===== config.mk =====
export PLATFORM = sky130hd
export DESIGN_NAME = memory_arbiter
export DESIGN_NICKNAME = d
export VERILOG_FILES = /design/src/rtl/memory_arbiter.sv
export SDC_FILE = /design/constraint.sdc
export NUM_CORES = 1
export LEC_CHECK = 0
export CORE_MARGIN = 2
export CORE_UTILIZATION = 19
export DETAILED_ROUTE_END_ITERATION = 10
export PLACE_DENSITY = 0.75
export SYNTH_ARGS = -nofsm -noshare
export SYNTH_HDL_FRONTEND = slang
export SYNTH_SLANG_ARGS = --single-unit

===== constraint.sdc =====
create_clock -name clk -period 1.25 [get_ports clk]
set_clock_uncertainty 0.1 [all_clocks]
set_input_delay 0.25 -clock clk [delete_from_list [all_inputs] [get_ports clk]]
set_output_delay 0.25 -clock clk [all_outputs]
set_load 0.05 [all_outputs]

===== src/rtl/memory_arbiter.sv =====
// Purpose : round-robin arbiter sharing one single-port, 1-cycle-read memory among NUM_REQ requesters.
// Latency : grant and memory drive are combinational in the request cycle; read data returns the next cycle.
// Backpressure: req_ready is a one-hot grant; ungranted requesters hold their request and see no side effects.
//
// Ports:
//   clk, rst              clock and synchronous active-high reset
//   req_valid/req_ready   per-requester handshake; a beat is accepted when valid && ready
//   req_we/addr/wdata     per-requester command, packed with requester i at [i*W +: W]
//   req_lock              (MEM_ARB_LOCK_EN only) keep the grant on this requester after its beat
//   rsp_valid/rsp_rdata   one-hot read-response select and shared read data (memory dout passthrough)
//   mem_we/addr/din/dout  connection to the single simple_memory instance
//
// Build option: define MEM_ARB_LOCK_EN to add the req_lock port and the IDLE/LOCKED ownership FSM.
// Without it the arbiter is pure per-beat round-robin.

module memory_arbiter #(
    parameter int NUM_REQ    = 2,
    parameter int ADDR_WIDTH = 24,
    parameter int DATA_WIDTH = 8
) (
    input  logic                          clk,
    input  logic                          rst,
    input  logic [NUM_REQ-1:0]            req_valid,
    output logic [NUM_REQ-1:0]            req_ready,
    input  logic [NUM_REQ-1:0]            req_we,
    input  logic [NUM_REQ*ADDR_WIDTH-1:0] req_addr,
    input  logic [NUM_REQ*DATA_WIDTH-1:0] req_wdata,
`ifdef MEM_ARB_LOCK_EN
    input  logic [NUM_REQ-1:0]            req_lock,
`endif
    output logic [NUM_REQ-1:0]            rsp_valid,
    output logic [DATA_WIDTH-1:0]         rsp_rdata,
    output logic                          mem_we,
    output logic [ADDR_WIDTH-1:0]         mem_addr,
    output logic [DATA_WIDTH-1:0]         mem_din,
    input  logic [DATA_WIDTH-1:0]         mem_dout
);

    localparam int PTR_W = (NUM_REQ > 1) ? $clog2(NUM_REQ) : 1;
    localparam logic [NUM_REQ-1:0] ONE_HOT0 = {{(NUM_REQ-1){1'b0}}, 1'b1};

    // (base + off) mod NUM_REQ, with off < NUM_REQ so one subtraction suffices.
    function automatic logic [PTR_W-1:0] rr_idx(input logic [PTR_W-1:0] base, input int off);
        int s;
        s = int'(base) + off;
        if (s >= NUM_REQ) begin
            s = s - NUM_REQ;
        end
        return PTR_W'(s);
    endfunction

    function automatic logic [PTR_W-1:0] nxt_idx(input logic [PTR_W-1:0] idx);
        return (idx == PTR_W'(NUM_REQ - 1)) ? '0 : idx + 1'b1;
    endfunction

    logic [PTR_W-1:0]   ptr;        // highest-priority requester this cycle
    logic [NUM_REQ-1:0] elig;       // requesters allowed to compete this cycle
    logic               win_vld;
    logic [PTR_W-1:0]   win_idx;
    logic [PTR_W-1:0]   win_nxt;
    logic [NUM_REQ-1:0] rsp_sel;    // registered one-hot owner of the read in flight

`ifdef MEM_ARB_LOCK_EN
    typedef enum logic {
        ST_IDLE   = 1'b0,
        ST_LOCKED = 1'b1
    } state_t;

    state_t           state;
    logic [PTR_W-1:0] owner;

    // While locked, the owner is the only candidate, even if it is idle this cycle.
    always_comb begin
        elig = req_valid;
        if (state == ST_LOCKED) begin
            elig = req_valid & (ONE_HOT0 << owner);
        end
    end
`else
    assign elig = req_valid;
`endif

    // Round-robin search starting at ptr; nothing is granted while in reset.
    always_comb begin
        win_vld = 1'b0;
        win_idx = '0;
        for (int k = 0; k < NUM_REQ; k++) begin
            if (!win_vld && elig[rr_idx(ptr, k)]) begin
                win_vld = 1'b1;
                win_idx = rr_idx(ptr, k);
            end
        end
        if (rst) begin
            win_vld = 1'b0;
        end
    end

    assign win_nxt = nxt_idx(win_idx);

    // Grant and memory drive; all-zero when there is no winner.
    always_comb begin
        req_ready = '0;
        mem_we    = 1'b0;
        mem_addr  = '0;
        mem_din   = '0;
        if (win_vld) begin
            req_ready = ONE_HOT0 << win_idx;
            mem_we    = req_we[win_idx];
            mem_addr  = req_addr[int'(win_idx)*ADDR_WIDTH +: ADDR_WIDTH];
            mem_din   = req_wdata[int'(win_idx)*DATA_WIDTH +: DATA_WIDTH];
        end
    end

    always_ff @(posedge clk) begin
        if (rst) begin
            ptr     <= '0;
            rsp_sel <= '0;
`ifdef MEM_ARB_LOCK_EN
            state   <= ST_IDLE;
            owner   <= '0;
`endif
        end else begin
            // The memory returns read data one cycle after sampling the address.
            rsp_sel <= (win_vld && !req_we[win_idx]) ? req_ready : '0;
`ifdef MEM_ARB_LOCK_EN
            case (state)
                ST_IDLE: begin
                    if (win_vld) begin
                        if (req_lock[win_idx]) begin
                            // Pointer is left alone; it moves past the owner on unlock.
                            state <= ST_LOCKED;
                            owner <= win_idx;
                        end else begin
                            ptr <= win_nxt;
                        end
                    end
                end
                ST_LOCKED: begin
                    // win_vld here can only be the owner's beat.
                    if (!req_lock[owner] && (win_vld || !req_valid[owner])) begin
                        state <= ST_IDLE;
                        ptr   <= nxt_idx(owner);
                    end
                end
                default: state <= ST_IDLE;
            endcase
`else
            if (win_vld) begin
                ptr <= win_nxt;
            end
`endif
        end
    end

    // A response in flight when reset arrives is squashed immediately.
    assign rsp_valid = rst ? '0 : rsp_sel;
    assign rsp_rdata = mem_dout;

endmodule

==> results.sh <==
export IMPL_multiInputGateArea_sq_um=1200
export IMPL_leakagePower_nw=1.01
export IMPL_num_rows=22
export IMPL_nNetsFinal=288
export IMPL_grt_util_met3_pct=5.79
export IMPL_drive_gt1_share_pct=64.6
export IMPL_worstHoldPathType="input port to flop"
export IMPL_p_int_mw=1.09
export IMPL_regToRegStartpoint="ptr"
export IMPL_avgSynthCellArea_sq_um=6.92
export IMPL_n_fill_cell=184
export IMPL_clk_latency_ns=0.22
export IMPL_first_iter_violations=37
export IMPL_die_w_um=65.9
export IMPL_syn_nets=183
export IMPL_startpoint="ptr"
export IMPL_numCtsBuffers=3
export IMPL_max_stage_delay_ns=0.38
export IMPL_finalHoldViolations=0
export IMPL_track_usage_pct=22.3
export IMPL_setup_viol=36
export IMPL_gp_congestion=0.704
export IMPL_grt_overflow_total=0
export IMPL_die_height_um=65.9
export IMPL_ys_types=16
export IMPL_drc=0
export IMPL_path_class="flop to output port"
export IMPL_layout_commonest_cell="clkdlybuf4s50_1"
export IMPL_p_per_area_nw_per_um2=618
export IMPL_wl_per_cell_um=20.5
export IMPL_grt_met2_usage_pct=47.2
export IMPL_setup_slack_ns=-0.557
export IMPL_ir_worst_vdd_mv=0.714
export IMPL_path_cells="nand2b_4, buf_12, a32oi_2, nor2_4, buf_12"
export IMPL_violations="setup timing"
export IMPL_final_seq_area_sq_um=61.3
export IMPL_start_util_pct=19.9
export IMPL_yosys_warnings=0
export IMPL_num_antenna_cells=0
export IMPL_switchingPower_mw=0.818
export IMPL_dieArea_sq_um=4340
export IMPL_grt_pass1_vias=1488
export IMPL_synth_seq_cells=3
export IMPL_dp_hpwl_um=3160
export IMPL_busiest_layer="met2"
export IMPL_grt_pass1_wl_um=7360
export IMPL_cp_max_fo=9
export IMPL_cts_htree_levels=1
export IMPL_core_area_sq_um=3660
export IMPL_mostFrequentLayoutCells="clkdlybuf4s50_1, buf_12, nor2_4"
export IMPL_hold_buffers=0
export IMPL_grt_max_degree=18
export IMPL_final_setup_tns_ns=-17.89
export IMPL_slew_violations=0
export IMPL_worstHoldStart="rst"
export IMPL_pwr_share_clk_pct=15.4
export IMPL_syn_inst=105
export IMPL_syn_area_sq_um=727
export IMPL_power_frac_seq_pct=5.7
export IMPL_grt_setup_unrepaired="true"
export IMPL_status="finished, violations left"
export IMPL_max_freq_mhz=554
export IMPL_cpMostUsedCell="buf_12"
export IMPL_worstSetupStartpointType="flop"
export IMPL_antenna_left=0
export IMPL_slew_headroom_pct=80.8
export IMPL_pwr_share_comb_pct=79.0
export IMPL_maxCapViolCount=0
export IMPL_area_growth_pct=325
export IMPL_cp_slowest_cell="dfxtp_2"
export IMPL_placed_cell_area_sq_um=2500
export IMPL_ys_seq_area_share_pct=8.26
export IMPL_use_met1_pct=20.7
export IMPL_cts_root_buf="clkbuf_8"
export IMPL_final_core_util_pct=84.4
export IMPL_antenna_found_initial=0
export IMPL_vias=1328
export IMPL_min_period_over_period_pct=145
export IMPL_ios=123
export IMPL_drt_pass1_iter_count=2
export IMPL_worst_pin_slew_ns=0.288
export IMPL_crit_required_ns=0.90
export IMPL_p_sw_share_pct=42.9
export IMPL_routed_wl_um=5280
export IMPL_cts_tree="built"
export IMPL_cts_path_max_buffers=2
export IMPL_cp_end_kind="output port"
export IMPL_io_buffers=106
export IMPL_arrival_ns=1.46
export IMPL_clk_pin_slew_worst_paths_ns=0.04
export IMPL_min_period_ns=1.81
export IMPL_finish_instance_area_sq_um=3090
export IMPL_via_per_inst=5.17
export IMPL_clock_sinks=3
[final timing paths]
kind / end / slack (ns) / cells after the start
worst max register to register: rsp_sel[1] / -0.05 / 5
worst max-delay path: mem_din[0] / -0.56 / 5
worst min-delay path: rsp_sel[1] / 0.32 / 3
worst min register to register: ptr / 0.57 / 2
[routing by layer]
layer / routed length (um) / vias up
li1: - / 619
met1: 1720 / 629
met2: 3110 / 69
met3: 343 / 11
met4: 99 / 0
met5: 0 / -
[flip-flops by register name, indices dropped and copies added (netlist names)]
register,flops
ptr,1
rsp_sel,2
[cells by family after synthesis]
| family | Yosys count | synth area share [%] |
|---|---|---|
| compound gates | 35 | 43.0 |
| buf+inv | 23 | 23.9 |
| flops | 3 | 8.26 |
| simple gates | 44 | 24.8 |
[synthesized netlist by cell type]
master,n,area [sq um]
dfxtp_1,3,60.1
nand2b_1,1,6.26
nor2b_1,2,12.5
nor3_1,1,5.00
buf_1,1,3.75
clkbuf_1,3,11.3
o21ai_0,1,5.00
buf_8,3,45.0
a21boi_4,1,18.8
nor2_1,36,135
nand2_1,3,11.3
buf_4,11,82.6
a32oi_1,33,289
buf_6,1,11.3
nor3_2,1,10.0
buf_2,4,20.0
[stage by stage]
step                total power, mW  cells  hold slack (ns)  setup slack [ns]
finish                         1.91    257            0.318            -0.557
global route                   1.97    257            0.331            -0.583
CTS                            1.86    256            0.317            -0.526
detailed placement             1.34    247            0.400            -0.781
global placement               1.31    247            0.400            -0.717
floorplan                     0.788    105            0.221            -0.231
[what timing repair did]
item / in CTS / in global routing
resized for setup: 56 / 5
endpoints found under the setup margin: 38 / 36
buffers inserted: 2 / 0
pin swaps: 1 / 11
cloned: 3 / 1
[final cells by class]
cell class / instances / share of cell area [%]
Multi-Input combinational cell: 79 / 38.8
Clock buffer: 4 / 1.46
Timing Repair Buffer: 123 / 55.9
Sequential cell: 3 / 1.98
Tap cell: 48 / 1.94
[power by group through the flow]
stage                     Combinational (mW)  Sequential (mW)  Clock, mW
after floorplan                        0.681            0.107          0
after global placement                  1.20            0.108          0
after detailed placement                1.23            0.108          0
after CTS                               1.46            0.107      0.297
after global routing                    1.55            0.108      0.308
final                                   1.51            0.108      0.294
[critical path: cells and delay by family (launching register included)]
kind	cells	cell delay (ns)
AOI/OAI and AO/OA	1	0.14
buffers and inverters	2	0.32
and+or+nand+nor	2	0.39
DFF	1	0.38
No activity file was read; power rests on OpenSTA's default activity.
